==> config.mk <==
export PLATFORM = sky130hd
export DESIGN_NAME = vga_sync_decoder
export DESIGN_NICKNAME = d
export VERILOG_FILES = /design/src/rtl/vga_sync_decoder.sv
export SDC_FILE = /design/constraint.sdc
export NUM_CORES = 1
export LEC_CHECK = 0
export BUFFER_PORTS_ARGS = -buffer_cell sky130_fd_sc_hd__buf_2
export CELL_PAD_IN_SITES_DETAIL_PLACEMENT = 0
export CELL_PAD_IN_SITES_GLOBAL_PLACEMENT = 1
export CORE_UTILIZATION = 35
export CTS_BUF_LIST = sky130_fd_sc_hd__clkbuf_8
export DETAILED_ROUTE_END_ITERATION = 12
export PLACE_DENSITY_LB_ADDON = 0.1
export SLEW_MARGIN = 25
export SYNTH_ARGS = -nofsm -noshare
export SYNTH_HDL_FRONTEND = slang
export SYNTH_SLANG_ARGS = --single-unit
==> constraint.sdc <==
create_clock -name clk -period 3.9 [get_ports clk]
set_input_delay 0.195 -clock clk [delete_from_list [all_inputs] [get_ports clk]]
set_output_delay 0.195 -clock clk [all_outputs]
set_load 0.01 [all_outputs]
==> src/rtl/vga_sync_decoder.sv <==
// VGA receive-side decoder: recovers pixel coordinates and colour from hsync/vsync/RGB samples
// and tracks line/frame timing with a SEARCH/CHECK/LOCKED lock state machine.
module vga_sync_decoder #(
  parameter int H_TOTAL     = 1040,
  parameter int H_SYNC      = 120,
  parameter int H_START     = 184,
  parameter int H_ACTIVE    = 800,
  parameter int V_TOTAL     = 666,
  parameter int V_SYNC      = 6,
  parameter int V_START     = 28,
  parameter int V_ACTIVE    = 600,
  parameter int LOCK_FRAMES = 2,
  parameter bit SYNC_POL    = 1'b0
) (
  input  logic       clk,
  input  logic       rst,
  input  logic       pix_en,
  input  logic       hsync_in,
  input  logic       vsync_in,
  input  logic [3:0] r_in,
  input  logic [3:0] g_in,
  input  logic [3:0] b_in,
  output logic       pix_valid,
  output logic [9:0] pix_x,
  output logic [9:0] pix_y,
  output logic [3:0] pix_r,
  output logic [3:0] pix_g,
  output logic [3:0] pix_b,
  output logic       line_start,
  output logic       frame_start,
  output logic       locked,
  output logic [7:0] err_count,
  output logic [1:0] fsm_state
);

  // pix_valid is a one-cycle strobe with no ready: the consumer must take pix_x/pix_y/RGB
  // (and line_start/frame_start) in the cycle pix_valid is high; there is no back-pressure.

  typedef enum logic [1:0] {SEARCH = 2'd0, CHECK = 2'd1, LOCKED = 2'd2} state_t;

  // Horizontal counter is 12 bits so it can reach the 2*H_TOTAL timeout threshold.
  localparam logic [11:0] H_LAST  = 12'(H_TOTAL - 1);
  localparam logic [11:0] H_TMO   = 12'(2 * H_TOTAL - 1);
  localparam logic [11:0] H_SW    = 12'(H_SYNC);
  localparam logic [11:0] H_BEG   = 12'(H_START);
  localparam logic [11:0] H_END   = 12'(H_START + H_ACTIVE);
  localparam logic [9:0]  V_BEG   = 10'(V_START);
  localparam logic [9:0]  V_END   = 10'(V_START + V_ACTIVE);
  localparam logic [10:0] V_LINES = 11'(V_TOTAL);
  localparam logic [3:0]  LOCK_N  = 4'(LOCK_FRAMES);

  state_t      state, state_n;
  logic [3:0]  good_cnt;
  logic        hs_prev, vs_prev, hs_act, vs_act, h_edge, v_edge;
  logic [11:0] hcnt, hcnt_n, hw, hw_n;
  logic [9:0]  vlin, vlin_n;
  logic [10:0] lcnt, lcnt_n;
  logic        vclr_arm, frame_ok;
  logic        line_bad, frame_bad, bad, frame_good, active_n;

  // Sample decode; a simultaneous hsync+vsync edge closes the line before the frame.
  always_comb begin
    hs_act   = (hsync_in == SYNC_POL);
    vs_act   = (vsync_in == SYNC_POL);
    h_edge   = hs_act && !hs_prev;
    v_edge   = vs_act && !vs_prev;
    hcnt_n   = h_edge ? 12'd0 : ((hcnt == 12'hFFF) ? hcnt : hcnt + 12'd1);
    hw_n     = h_edge ? 12'd1 : ((hs_act && hw != 12'hFFF) ? hw + 12'd1 : hw);
    vlin_n   = vlin;
    if (h_edge) vlin_n = vclr_arm ? 10'd0 : ((vlin == 10'h3FF) ? vlin : vlin + 10'd1);
    lcnt_n   = (h_edge && lcnt != 11'h7FF) ? lcnt + 11'd1 : lcnt;
    line_bad = (h_edge && !(hcnt == H_LAST && hw == H_SW)) || (!h_edge && hcnt == H_TMO);
    frame_bad  = v_edge && !(lcnt_n == V_LINES && frame_ok && !line_bad);
    bad        = pix_en && (line_bad || frame_bad);
    frame_good = pix_en && v_edge && !frame_bad;
    active_n   = (hcnt_n >= H_BEG) && (hcnt_n < H_END) && (vlin_n >= V_BEG) && (vlin_n < V_END);
  end

  always_ff @(posedge clk) begin
    if (rst) state <= SEARCH;
    else     state <= state_n;
  end

  always_comb begin
    state_n = state;
    case (state)
      SEARCH: if (pix_en && v_edge) state_n = CHECK;
      CHECK: begin
        if (bad) state_n = SEARCH;
        else if (frame_good && (good_cnt + 4'd1 >= LOCK_N)) state_n = LOCKED;
      end
      LOCKED: if (bad) state_n = SEARCH;
      default: state_n = SEARCH;
    endcase
  end

  always_comb begin
    locked    = (state == LOCKED);
    fsm_state = state;
  end

  // Good-frame counter restarts every time the FSM sits in SEARCH.
  always_ff @(posedge clk) begin
    if (rst) begin
      good_cnt  <= 4'd0;
      err_count <= 8'd0;
    end else begin
      if (state == SEARCH) good_cnt <= 4'd0;
      else if (state == CHECK && frame_good) good_cnt <= good_cnt + 4'd1;
      if (bad && state != SEARCH && err_count != 8'hFF) err_count <= err_count + 8'd1;
    end
  end

  always_ff @(posedge clk) begin
    if (rst) begin
      hs_prev     <= 1'b0;
      vs_prev     <= 1'b0;
      hcnt        <= 12'd0;
      hw          <= 12'd0;
      vlin        <= 10'd0;
      lcnt        <= 11'd0;
      vclr_arm    <= 1'b0;
      frame_ok    <= 1'b0;
      pix_valid   <= 1'b0;
      line_start  <= 1'b0;
      frame_start <= 1'b0;
      pix_x       <= 10'd0;
      pix_y       <= 10'd0;
      pix_r       <= 4'd0;
      pix_g       <= 4'd0;
      pix_b       <= 4'd0;
    end else begin
      pix_valid   <= 1'b0;
      line_start  <= 1'b0;
      frame_start <= 1'b0;
      if (pix_en) begin
        hs_prev <= hs_act;
        vs_prev <= vs_act;
        hcnt    <= hcnt_n;
        hw      <= hw_n;
        vlin    <= vlin_n;
        lcnt    <= v_edge ? 11'd0 : lcnt_n;
        if (h_edge) vclr_arm <= 1'b0;
        if (v_edge) vclr_arm <= 1'b1;
        if (v_edge) frame_ok <= 1'b1;
        else if (line_bad) frame_ok <= 1'b0;
        if (active_n) begin
          pix_x       <= 10'(hcnt_n - H_BEG);
          pix_y       <= vlin_n - V_BEG;
          pix_r       <= r_in;
          pix_g       <= g_in;
          pix_b       <= b_in;
          pix_valid   <= locked;
          line_start  <= locked && (hcnt_n == H_BEG);
          frame_start <= locked && (hcnt_n == H_BEG) && (vlin_n == V_BEG);
        end
      end
    end
  end

endmodule

==> results.toml <==
[outcome]
status = "complete, no violations"

[layout]
area_growth_pct = 9.072
stdcell_area_sq_mm = 0.006529
layout_common_cells = "dfxtp_1, nand2_1, nor2_1"
layout_commonest_cell = "dfxtp_1"
antenna-diode-count = 0
nets = 800
fin_cells = 997
layout-drive-gt1-share = 0.1660

[pwr]
p_sw_uw = 493.6
p_leak_uw = 0.002466
power_frac_seq = 0.549
pwr-share-comb = 0.076
netSwitchingFraction = 0.2652
internal_power_uw = 1368
max-vdd-ir-drop_mv = 0.1294
clkPwrFrac = 0.375
power.density_mw_per_mm2 = 285.1

[die]
fp.dieH_microns = 132.8
start_util = 0.3597
rows = 47
boundaryPins = 63
coreArea_sq_mm = 0.01664
dieArea_sq_mm = 0.01763
die_width_microns = 132.8

[synthesis]
synth_edf_count = 0
yosys.area_share.simple = 0.2703
netlist_instances = 736
avgSynthCellArea_sq_um = 8.133
synth-adder-area-share = 0.02299
ys_types = 76
synth_flop_cell = "dfxtp_1"
synth-seq-cells = 98
synth_top_family_by_area = "simple AND/OR/NAND/NOR gates"
synth_warnings = 0
seq_area_frac_synth = 0.3278
synth_compound_area_frac = 0.1925
async_flop_share = 0
synth_area_sq_mm = 0.005986
synth_xor_xnor_area_share = 0.03219
synth_nets = 764
muxShareOfSynthArea = 0.08089

[clock_network]
cts.path.max_buffers = 2
cts_sinks = 98
hold_buffers = 1
cts_resized = 0
clk_pin_slew_ns = 0.10
h-tree-depth = 3
cts_tree = "yes"
clockRootBuffer = "clkbuf_8"
cts_made_buffers = 9
insertion_delay_ns = 0.39
cts_setup_buffers = 0

[setup_path]
ff2ff_path_depth = 11
critical_path_class = "reg -> reg"
path_max_fanout = 16
crit_path_end_kind = "flop"
cp-start-kind = "flop"
worstPathRequired_ns = 4.17
ff2ff_setup_slack_ns = 0.39
arrival_ns = 3.78

[placed_design]
dpl_cell_area_sq_mm = 0.006319
portBuffers = 62
hpwlAfterDp_mm = 11.16
dp_cells = 980
gp_congestion = 0.8777

[grt]
grt_busiest_layer = "met2"
first_global_vias = 4898
gr-usage-met3 = 0.02720
antenna_found_initial = 0
grt_max_degree = 49
use_met1 = 0.2604
grt_pass1_wl_mm = 25.61
use_met2 = 0.2708
grt-ovfl-total = 0
grt_usage = 0.1799

[timing]
relSlewSlack = 0.3389
fin_crit_sh = 0.9013
timing.fmax_mhz = 284.5
layout_min_cycle_time_ns = 3.515
hold_violations = 0
max_slew.worst_pin.slew_ns = 0.9851
finalMaxSlewViolations = 0
rsz0062_at_grt = "false"
skew_ns = 0.01179
fin_setup_tns_ns = 0
setup_viol = 0

[route]
vias = 5441
finalWirelength_mm = 15.64
drcViolationCount = 0
via_per_inst = 5.457
drtAntennaViolNets = 0
drtPass1Iterations = 5
drt_iter0_markers = 311
wl_per_cell_microns = 15.68

[run]
maxCapViolations = 0

[worst_hold_path]
hold-path-cell-count = 3
min_path_type = "in -> reg"
==> power groups by stage <==
stage / logic [uW] / clock network [uW] / registers [uW]
after CTS: 143 / 728 / 1020
after detailed placement: 142 / 0 / 1050
after global placement: 140 / 0 / 1040
after global routing: 159 / 770 / 1020
final: 142 / 698 / 1020
after floorplan: 106 / 0 / 1040
==> through the flow <==
step / worst slack, ns / utilization / hold slack, ns / total power (uW)
floorplan: 0.6987 / - / 0.2940 / 1146
global placement: 0.4586 / 0.3797 / 0.4084 / 1184
detailed placement: 0.4098 / 0.3797 / 0.4174 / 1187
CTS: 0.3741 / 0.3923 / 0.02582 / 1893
global route: 0.05958 / 0.3923 / 0.03097 / 1953
finish: 0.3850 / 0.3923 / 0.04964 / 1861
==> cell type report <==
class	count	area (sq um)
Fill cell	1709	10110
Multi-Input combinational cell	566	3587
Timing Repair Buffer	78	432.9
Tap cell	220	275.3
Inverter	19	71.32
Clock inverter	6	62.56
Sequential cell	98	1962
Clock buffer	10	137.6
==> layer usage <==
layer  vias to the layer above  wire length (microns)
met3                        14                    612
met5                         -                      0
li1                       2759                      -
met2                       104                   6746
met1                      2564                   8066
met4                         0                    211
==> synthesized netlist by cell type, types with 4 or more instances <==
| library cell | instances | area [sq um] |
|---|---|---|
| or3_1 | 4 | 25.02 |
| buf_6 | 6 | 67.56 |
| inv_1 | 19 | 71.32 |
| nand4b_1 | 4 | 35.03 |
| or2_2 | 5 | 31.28 |
| dlygate4sd1_1 | 4 | 35.03 |
| xnor2_1 | 10 | 87.58 |
| a41oi_1 | 5 | 43.79 |
| a22oi_1 | 5 | 37.54 |
| a31oi_1 | 14 | 87.58 |
| xor2_1 | 12 | 105.1 |
| nand3_1 | 30 | 150.1 |
| clkbuf_8 | 5 | 68.82 |
| nand4_1 | 15 | 93.84 |
| nor2b_1 | 11 | 68.82 |
| a21oi_1 | 48 | 240.2 |
| a311oi_1 | 4 | 35.03 |
| and4_1 | 7 | 61.31 |
| o21ai_0 | 25 | 125.1 |
| a211oi_1 | 11 | 82.58 |
| clkbuf_1 | 26 | 97.59 |
| a31o_2 | 4 | 35.03 |
| o31ai_1 | 7 | 52.55 |
| a21boi_0 | 4 | 30.03 |
| mux2i_1 | 39 | 390.4 |
| and3_1 | 14 | 87.58 |
| and2_1 | 9 | 56.30 |
| buf_4 | 4 | 30.03 |
| ha_1 | 11 | 137.6 |
| nor2_1 | 77 | 289.0 |
| or4_1 | 8 | 60.06 |
| nand2_1 | 85 | 319.1 |
| nor4_1 | 10 | 62.56 |
| buf_2 | 5 | 25.02 |
| mux2_2 | 5 | 56.30 |
| nor3_1 | 20 | 100.1 |
| and3_2 | 4 | 30.03 |
| dfxtp_1 | 98 | 1962 |
==> cells by family (layout without fill, tap and decap cells) <==
| kind of cell | Yosys count | count (layout) |
|---|---|---|
| AND/OR/NAND/NOR | 320 | 320 |
| AO/OA/AOI/OAI | 166 | 166 |
| flip-flops | 98 | 98 |
| buffers and inverters | 72 | 113 |
| multiplexers | 47 | 47 |
| XOR/XNOR | 22 | 22 |
| adder cells (fa/ha/maj) | 11 | 11 |
==> registers in the layout (all words and copies together), names as in the netlist <==
| signal | cells |
|---|---|
| err_count | 8 |
| frame_ok | 1 |
| frame_start | 1 |
| fsm_state | 2 |
| good_cnt | 4 |
| hcnt | 12 |
| hs_prev | 1 |
| hw | 12 |
| lcnt | 11 |
| line_start | 1 |
| pix_b | 4 |
| pix_g | 4 |
| pix_r | 4 |
| pix_valid | 1 |
| pix_x | 10 |
| pix_y | 10 |
| vclr_arm | 1 |
| vlin | 10 |
| vs_prev | 1 |
==> worst paths after layout <==
check / from / endpoint
max: hcnt[4]$_SDFFE_PP0P_ / pix_x[9]$_SDFFE_PP0P_
min: g_in[2] / pix_g[2]$_SDFFE_PP0P_
max reg2reg: hcnt[4]$_SDFFE_PP0P_ / pix_x[9]$_SDFFE_PP0P_
min reg2reg: pix_y[0]$_SDFFE_PP0P_ / pix_y[0]$_SDFFE_PP0P_
==> worst max-delay path, cell delays in order, from the launching register on <==
cell	delay [ns]
dfxtp_1	0.67
nand3_1	0.32
o41ai_2	0.70
xor2_1	0.23
nor2_1	0.08
ha_1	0.21
inv_1	0.09
nor4_1	0.06
a211oi_1	0.34
or3b_2	0.48
o2111ai_1	0.12
mux2i_1	0.09
Note: power is estimated with default switching activity, not from simulation.
